<file path="src/rtl/drink_arbiter.sv">
// Two coin slots sharing one drink dispenser: per-slot credit, round-robin
// grant, request/ack handshake with timeout refund, and cancel refunds.
module drink_arbiter #(
  parameter int PRICE   = 3,
  parameter int TIMEOUT = 15
) (
  input  logic       clk,
  input  logic       rst,
  input  logic [1:0] coin_a,
  input  logic [1:0] coin_b,
  input  logic       cancel_a,
  input  logic       cancel_b,
  input  logic       disp_ack,
  output logic       coin_ok_a,
  output logic       coin_ok_b,
  output logic       disp_req,
  output logic       disp_sel,
  output logic       drink_a,
  output logic       drink_b,
  output logic [2:0] change_a,
  output logic [2:0] change_b,
  output logic       change_valid_a,
  output logic       change_valid_b,
  output logic       fault
);
  typedef enum logic [1:0] {IDLE, SERVE_A, SERVE_B} state_t;

  localparam logic [2:0] PRICE_U  = 3'(PRICE);
  localparam logic [7:0] TMO_LAST = 8'(TIMEOUT - 1);

  state_t     r_state, w_state_next;
  logic       r_last_served, w_last_served_next;
  logic [7:0] r_tmo_cnt, w_tmo_cnt_next;
  logic [2:0] r_credit [2];
  logic [2:0] w_credit_next [2];

  logic       r_disp_req, w_disp_req_next;
  logic       r_disp_sel, w_disp_sel_next;
  logic [1:0] r_drink, w_drink_next;
  logic [1:0] r_change_valid, w_change_valid_next;
  logic [2:0] r_change [2];
  logic [2:0] w_change_next [2];
  logic       r_fault, w_fault_next;

  // Slot index 0 is A, 1 is B throughout.
  logic [1:0] w_coin [2];
  logic [1:0] w_cancel;
  logic [1:0] w_served;
  logic [1:0] w_pending;
  logic [1:0] w_coin_ok;
  logic [1:0] w_eligible;
  logic [2:0] w_add [2];
  logic [2:0] w_refund [2];
  logic [2:0] w_change_due [2];
  logic       w_slot;

  assign w_coin[0] = coin_a;
  assign w_coin[1] = coin_b;
  assign w_cancel  = {cancel_b, cancel_a};
  assign w_served  = {r_state == SERVE_B, r_state == SERVE_A};
  assign w_slot    = (r_state == SERVE_B);

  genvar gi;
  generate
    for (gi = 0; gi < 2; gi++) begin : g_slot
      assign w_pending[gi]    = (r_credit[gi] >= PRICE_U);
      assign w_coin_ok[gi]    = !w_pending[gi] && !w_served[gi];
      assign w_add[gi]        = (w_coin_ok[gi] && w_coin[gi] != 2'd3) ? {1'b0, w_coin[gi]} : 3'd0;
      // Credit stays below PRICE when a coin is accepted, so the sum fits in 3 bits.
      assign w_refund[gi]     = r_credit[gi] + w_add[gi];
      assign w_change_due[gi] = r_credit[gi] - PRICE_U;
      assign w_eligible[gi]   = w_pending[gi] && !w_cancel[gi];
    end
  endgenerate

  always_comb begin
    w_state_next        = r_state;
    w_last_served_next  = r_last_served;
    w_tmo_cnt_next      = '0;
    w_drink_next        = '0;
    w_change_valid_next = '0;
    w_fault_next        = 1'b0;
    for (int i = 0; i < 2; i++) begin
      w_credit_next[i] = r_credit[i];
      w_change_next[i] = '0;
    end

    // Slots not under service take coins and cancels independently.
    for (int i = 0; i < 2; i++) begin
      if (!w_served[i]) begin
        if (w_cancel[i]) begin
          w_credit_next[i]       = '0;
          w_change_next[i]       = w_refund[i];
          w_change_valid_next[i] = (w_refund[i] != 3'd0);
        end else begin
          w_credit_next[i] = w_refund[i];
        end
      end
    end

    case (r_state)
      IDLE: begin
        if (w_eligible[0] && (!w_eligible[1] || r_last_served)) begin
          w_state_next       = SERVE_A;
          w_last_served_next = 1'b0;
        end else if (w_eligible[1]) begin
          w_state_next       = SERVE_B;
          w_last_served_next = 1'b1;
        end
      end
      SERVE_A, SERVE_B: begin
        if (disp_ack) begin
          w_drink_next[w_slot]        = 1'b1;
          w_change_next[w_slot]       = w_change_due[w_slot];
          w_change_valid_next[w_slot] = (w_change_due[w_slot] != 3'd0);
          w_credit_next[w_slot]       = '0;
          w_state_next                = IDLE;
        end else if (r_tmo_cnt == TMO_LAST) begin
          w_fault_next                = 1'b1;
          w_change_next[w_slot]       = r_credit[w_slot];
          w_change_valid_next[w_slot] = 1'b1;
          w_credit_next[w_slot]       = '0;
          w_state_next                = IDLE;
        end else begin
          w_tmo_cnt_next = r_tmo_cnt + 8'd1;
        end
      end
      default: w_state_next = IDLE;
    endcase

    w_disp_req_next = (w_state_next != IDLE);
    w_disp_sel_next = (w_state_next == SERVE_B);
  end

  always_ff @(posedge clk) begin
    if (rst) begin
      r_state        <= IDLE;
      r_last_served  <= 1'b1;
      r_tmo_cnt      <= '0;
      r_credit       <= '{3'd0, 3'd0};
      r_disp_req     <= 1'b0;
      r_disp_sel     <= 1'b0;
      r_drink        <= '0;
      r_change_valid <= '0;
      r_change       <= '{3'd0, 3'd0};
      r_fault        <= 1'b0;
    end else begin
      r_state        <= w_state_next;
      r_last_served  <= w_last_served_next;
      r_tmo_cnt      <= w_tmo_cnt_next;
      r_credit       <= w_credit_next;
      r_disp_req     <= w_disp_req_next;
      r_disp_sel     <= w_disp_sel_next;
      r_drink        <= w_drink_next;
      r_change_valid <= w_change_valid_next;
      r_change       <= w_change_next;
      r_fault        <= w_fault_next;
    end
  end

  assign coin_ok_a      = w_coin_ok[0];
  assign coin_ok_b      = w_coin_ok[1];
  assign disp_req       = r_disp_req;
  assign disp_sel       = r_disp_sel;
  assign drink_a        = r_drink[0];
  assign drink_b        = r_drink[1];
  assign change_a       = r_change[0];
  assign change_b       = r_change[1];
  assign change_valid_a = r_change_valid[0];
  assign change_valid_b = r_change_valid[1];
  assign fault          = r_fault;
endmodule

</file>
<file path="config.mk">
export PLATFORM = sky130hd
export DESIGN_NAME = drink_arbiter
export DESIGN_NICKNAME = d
export VERILOG_FILES = /design/src/rtl/drink_arbiter.sv
export SDC_FILE = /design/constraint.sdc
export NUM_CORES = 1
export LEC_CHECK = 0
export ABC_AREA = 1
export CORE_MARGIN = 2
export CORE_UTILIZATION = 44
export DETAILED_ROUTE_END_ITERATION = 10
export PLACE_DENSITY = 0.73
export SYNTH_ARGS = -nofsm -noshare
export SYNTH_HDL_FRONTEND = slang
export SYNTH_SLANG_ARGS = --single-unit
</file>
<file path="constraint.sdc">
create_clock -name clk -period 3.2 [get_ports clk]
set_input_delay 0.32 -clock clk [delete_from_list [all_inputs] [get_ports clk]]
set_output_delay 0.32 -clock clk [all_outputs]
set_load 0.005 [all_outputs]
</file>
# After elaboration in Yosys (flattened, before gate mapping)

Cells that the tools add are included.

Add/subtract/negate cells: 5
Magnitude comparators: 6
Equal/unequal tests: 6
Mux-type cells: 44
Bitwise operators: 6
Reduce and logical (&&, ||, !) cells: 28

Operators by type and width:

| kind                                                | number |
|---|---|
| two-way mux 3 bit                                   | 15 |
| two-way mux 6 bit                                   | 6 |
| two-way mux 2 bit                                   | 9 |
| bitwise mux 6 bit                                   | 2 |
| logical AND 1 bit                                   | 9 |
| nonzero test 3 bit                                  | 3 |
| adder 8 x 1 -> 8 bit, second input constant         | 1 |
| == test 8 x 4 -> 1 bit, second input constant       | 1 |
| two-way mux 1 bit                                   | 8 |
| logical NOT 1 bit                                   | 7 |
| adder 3 x 2 -> 3 bit                                | 2 |
| AND 6 bit                                           | 1 |
| >= comparator 3 x 2 -> 1 bit, second input constant | 2 |
| inverter 6 bit                                      | 1 |
| OR reduction 3 bit                                  | 2 |
| subtractor 3 x 2 -> 3 bit, second input constant    | 2 |
| == test 2 bit, second input constant                | 2 |
| inequality test 2 bit, second input constant        | 2 |
| one-hot mux 2 bit (2 select lines)                  | 1 |
| nonzero test 2 bit                                  | 2 |
| OR reduction 4 bit                                  | 1 |
| demux 3 bit (select 1 bit)                          | 1 |
| bitwise mux 2 bit                                   | 1 |
| == test 2 x 1 -> 1 bit, second input constant       | 1 |
| other kinds (12)                                    | 13 |

Register bits after elaboration: 30
Input port bits: 9
Output and inout port bits: 15
Logic and storage cells: 107

# Logic depth before layout (Yosys ltp)

Word-level depth: 13
Mapped depth: 14
Mapped depth without buffers: 14

# Worst setup path before layout

Ideal clock, no wire load.

Path kind: reg-to-reg
From: register r_state[0]
To: register r_change_valid[1]
Setup time: 0.116 ns
Arrival time: 2.112 ns
Required time: 3.084 ns
Path slack: 0.972 ns
Stages on the path, launching flop included: 13
Buffers on the path: 1
Clock period less this slack: 2.228 ns
Cells stage by stage: dfxtp_1 inv_1 ha_1 buf_2 nor2_1 o21ai_0 nor2_1 ha_1 fa_1 nand2_1 nand3_1 nor2_1 nor2_1

Cells in the longest elaborated chain, start to end: 13
Elaborated cells on any way between the ends: 26
Classes of those cells: 1 x add/sub; 2 x order compare; 2 x eq/ne; 12 x mux; 2 x bitwise; 7 x reduce/logical

RTL lines:

| what                              | line | RTL |
|---|---|---|
| start: declaration                | 31   | `state_t r_state, w_state_next;` |
| start signal: assignment          | 148  | `r_state <= w_state_next;` |
| == test 2 bit (*)                 | 61   | `assign w_slot = (r_state == SERVE_B);` |
| named net w_slot                  | 55   | `logic w_slot;` |
| logical NOT 1 bit (*)             | n/a  |  |
| logical AND 1 bit (*)             | 67   | `assign w_coin_ok[gi] = !w_pending[gi] && !w_served[gi];` |
| named net coin_ok_b               | 15   | `output logic coin_ok_b,` |
| logical AND 1 bit (*)             | 68   | `assign w_add[gi] = (w_coin_ok[gi] && w_coin[gi] != 2'd3) ? {1'b0, w_coin[gi]} : 3'd0;` |
| two-way mux 2 bit (*)             | 68   |  |
| adder 3 x 2 -> 3 bit (*)          | 70   | `assign w_refund[gi] = r_credit[gi] + w_add[gi];` |
| nonzero test 3 bit (*)            | 94   | `w_change_valid_next[i] = (w_refund[i] != 3'd0);` |
| two-way mux 1 bit (*)             | 91   | `if (w_cancel[i]) begin` |
| two-way mux 1 bit (*)             | 90   | `if (!w_served[i]) begin` |
| bitwise OR 2 bit (no source line) | n/a  |  |
| two-way mux 2 bit                 | 118  | `end else if (r_tmo_cnt == TMO_LAST) begin` |
| two-way mux 2 bit                 | 112  | `if (disp_ack) begin` |
| two-way mux 2 bit (*)             | 101  | `case (r_state)` |
| end signal: assignment            | 155  | `r_change_valid <= w_change_valid_next;` |
| end: declaration                  | 40   | `logic [1:0] r_change_valid, w_change_valid_next;` |

The timed path passes the listed nets; every way through them passes the cells marked *. The select of a mux whose other input is x is not followed.
A chain may end at the register's enable or synchronous reset.

# Worst setup path in the final report

From: register r_state[0]
To: register r_change_valid[1]

Cells in the longest elaborated chain, start to end: 13
Elaborated cells on any way between the ends: 26
Classes of those cells: 1 x add/sub; 2 x order compare; 2 x eq/ne; 12 x mux; 2 x bitwise; 7 x reduce/logical

RTL lines:

| what                              | line |
|---|---|
| == test 2 bit (*)                 | 61 |
| named net w_slot                  | 55 |
| logical NOT 1 bit                 | n/a |
| logical AND 1 bit                 | 67 |
| logical AND 1 bit                 | 68 |
| two-way mux 2 bit                 | 68 |
| adder 3 x 2 -> 3 bit              | 70 |
| nonzero test 3 bit                | 94 |
| two-way mux 1 bit                 | 91 |
| two-way mux 1 bit                 | 90 |
| bitwise OR 2 bit (no source line) | n/a |
| two-way mux 2 bit                 | 118 |
| two-way mux 2 bit                 | 112 |
| two-way mux 2 bit (*)             | 101 |

Marked as above.

==> metrics <==
status finished, final reports clean; Tcrit/Tclk final 75.6%; Site Rows 22; Hold Crit Class flop to flop; largest net degree at the start of global routing 17; post-synth top area share 36.5%; part of the Yosys area used for sequential elements 36.5%; Synth Warn # 0; buffer depth of the longest clock path 2; commonest non-fill, non-tap cell in the layout nand2_1; # clock sinks 30; cell taking the most area after synthesis dfxtp_1; initial DRC count 40; fraction of layout cells with a size suffix above 1 6.30%; Layout area overhead 22.9%; Via Count 1441; Mapped Area 0.00165 mm²; detailed placement HPWL 2420 µm; Post-Syn Instances 227; post-synthesis register bit count 30; Starting Density 45.3%; antenna viol nets, final 0; Worst EP required 3360 ps; type of destination of the critical path flop; Final Skew 2.33 ps; GRT Util Overall 16.9%; fmax 0.413 GHz; grt ovf 0; insertion delay to the later sink of the worst-skew pair 280 ps; vias per cell 4.77; CTS Root Cell clkbuf_8; core area 0.00363 mm²; WL/cell 10.5 µm; Reg power frac 45.6%; Combinational Power Share 11.6%; DIE WIDTH 65.2 µm; Die ar. 0.00424 mm²; DIE HEIGHT 65.2 µm; HP Start r_last_served$_SDFFE_PP1P_; first-pass GRT wire length 5620 µm; grt met3 use 4.45%; Arr. time, crit path 2580 ps; synthesized net count 250; setup tns final 0 ps; sw frac 22.7%; cell area after layout 0.00202 mm²; CTS tree built; cts repair resizes 0; worst hold path stage count 2; Ant. Diodes 0; IO Port Bufs 23; initial antenna violation count 0; GR peak layer met2; total CTS buffers 5; Clock Power Share 42.7%; total internal power 0.665 mW; Leakage 0.922 nW; final setup vio count 0; critical path launch point type flop; Fillers 368; Max-Cap Viols 0; R2R Path End r_change_valid[1]$_SDFF_PP0_; dominant cells by area after synthesis dfxtp_1 (37%), nand2_1 (13%), ha_1 (9.1%), nor2_1 (6.8%), inv_1 (5.7%); Top Ports 24; Switch Pwr 0.195 mW; Reg-to-Reg Start r_state[0]$_SDFF_PP0_; area of the multi-input gates 920 µm²; drt total wl 3180 µm; CP max FO 16; RSZ-0062 raised after global routing no; hold buffer count at CTS 0; Pre-antenna DRT Iters 5; Reg clk slew, reported paths 60 ps; number of global-route vias before repair 1341; GPL Wtd Cong 0.877; power density over cell area 425 mW/mm²; Worst slew margin 64.5%; post-synthesis cell type count 26; nets 276; Syn Area/Cell 7.25 µm²; setup bufs post-CTS 0; fin. max-slew vios 0; M1 GR Usage 20.6%; commonest non-fill, non-tap cells in the layout nand2_1 (58), nor2_1 (30), dfxtp_1 (30); Fin. Hold Viols 0; Hold EP r_last_served$_SDFFE_PP1P_; worst r2r path cells 12; VDD IR max 0.247 mV; Placed Area 0.00192 mm²; Crit Path Class flop to flop; Reg area 601 µm²; # DRC 0; H-Tree Level Count 2; FF-to-FF setup slack 780 ps; Final min period 2420 ps; Worst Tran Pin Value 532 ps; GRT met2 Usage 28.2%
==> critical path, stage by stage (launching register included) <==
cell and delay, ps:
dfxtp_1 350, inv_1 100, ha_1 500, nor2_1 130
o21ai_0 130, nor2_1 70, ha_1 190, fa_1 380
xor2_1 170, nand2_1 90, nand3_1 70, nor2_1 110
nor2_1 40
==> cell usage after synthesis <==
library cell  instances
o21ai_0               6
or2_2                 2
buf_2                 4
nor3_2                1
nand2_4               1
nor3b_1               1
inv_2                 3
a22oi_1               2
or2_1                 1
a21oi_1              11
o21bai_4              1
nor4_1                1
nor2_1               30
nand4_2               1
nand4_1              11
xnor2_1               2
nand2_1              58
inv_1                25
a31oi_1               1
nor3_1                4
xor2_1                3
dfxtp_1              30
nand3_2               1
fa_1                  2
nand3_1              13
ha_1                 12
==> logic make-up after synthesis <==
family	share of synthesized area, %
buffers and inverters	7.60
XOR/XNOR	2.66
AND/OR/NAND/NOR	34.1
adder cells (fa/ha/maj)	11.6
flip-flops	36.5
AO/OA/AOI/OAI	7.60
==> sequential cells by signal (all words and copies together) (netlist names) <==
| signal | flops |
|---|---|
| change_a | 3 |
| change_b | 3 |
| disp_req | 1 |
| disp_sel | 1 |
| fault | 1 |
| r_change_valid | 2 |
| r_credit | 6 |
| r_drink | 2 |
| r_last_served | 1 |
| r_state | 2 |
| r_tmo_cnt | 8 |
==> area by class of cell <==
cell class,instances,area share [%]
multi-input cells,165,45.5
flip-flops and latches,30,29.7
repair buffers,23,11.4
inverters,28,5.20
clock buffers,7,3.77
well taps,48,2.97
clock inverters,1,1.49
==> metrics by stage <==
stage / setup slack, ps / utilization, % / power (mW) / hold slack (ps) / cells
6_report: 779 / 55.6 / 0.860 / 460 / 302
5_1_grt: 552 / 55.6 / 0.901 / 497 / 302
4_1_cts: 785 / 55.6 / 0.870 / 468 / 302
3_5_place_dp: 800 / 52.7 / 0.501 / 452 / 294
3_3_place_gp: 904 / 52.7 / 0.500 / 446 / 294
2_1_floorplan: 972 / - / 0.461 / 428 / 227
==> power groups by stage <==
stage               registers (mW)  clock network (mW)  logic (mW)
floorplan                    0.400                   0      0.0604
global placement             0.401                   0      0.0995
detailed placement           0.401                   0      0.0998
CTS                          0.393               0.377       0.100
global route                 0.394               0.393       0.114
finish                       0.392               0.368       0.100
==> worst max-delay path by stage <==
stage | depth (start not counted) | end | slack (ps) | from
4_1_cts | 12 | r_change_valid[1]$_SDFF_PP0_ | 780 | r_state[0]$_SDFF_PP0_
3_3_place_gp | 12 | r_change_valid[1]$_SDFF_PP0_ | 900 | r_state[0]$_SDFF_PP0_
6_report | 12 | r_change_valid[1]$_SDFF_PP0_ | 780 | r_state[0]$_SDFF_PP0_
2_1_floorplan | 12 | r_change_valid[1]$_SDFF_PP0_ | 970 | r_state[0]$_SDFF_PP0_
3_5_place_dp | 12 | r_change_valid[1]$_SDFF_PP0_ | 800 | r_state[0]$_SDFF_PP0_
5_1_grt | 12 | r_change_valid[1]$_SDFF_PP0_ | 550 | r_state[0]$_SDFF_PP0_
==> layer usage <==
metal,up-vias,wire [µm]
li1,785,-
met1,624,1540
met2,25,1470
met3,7,117
met4,0,55
met5,-,0
Power figures use the tool's default switching activity.
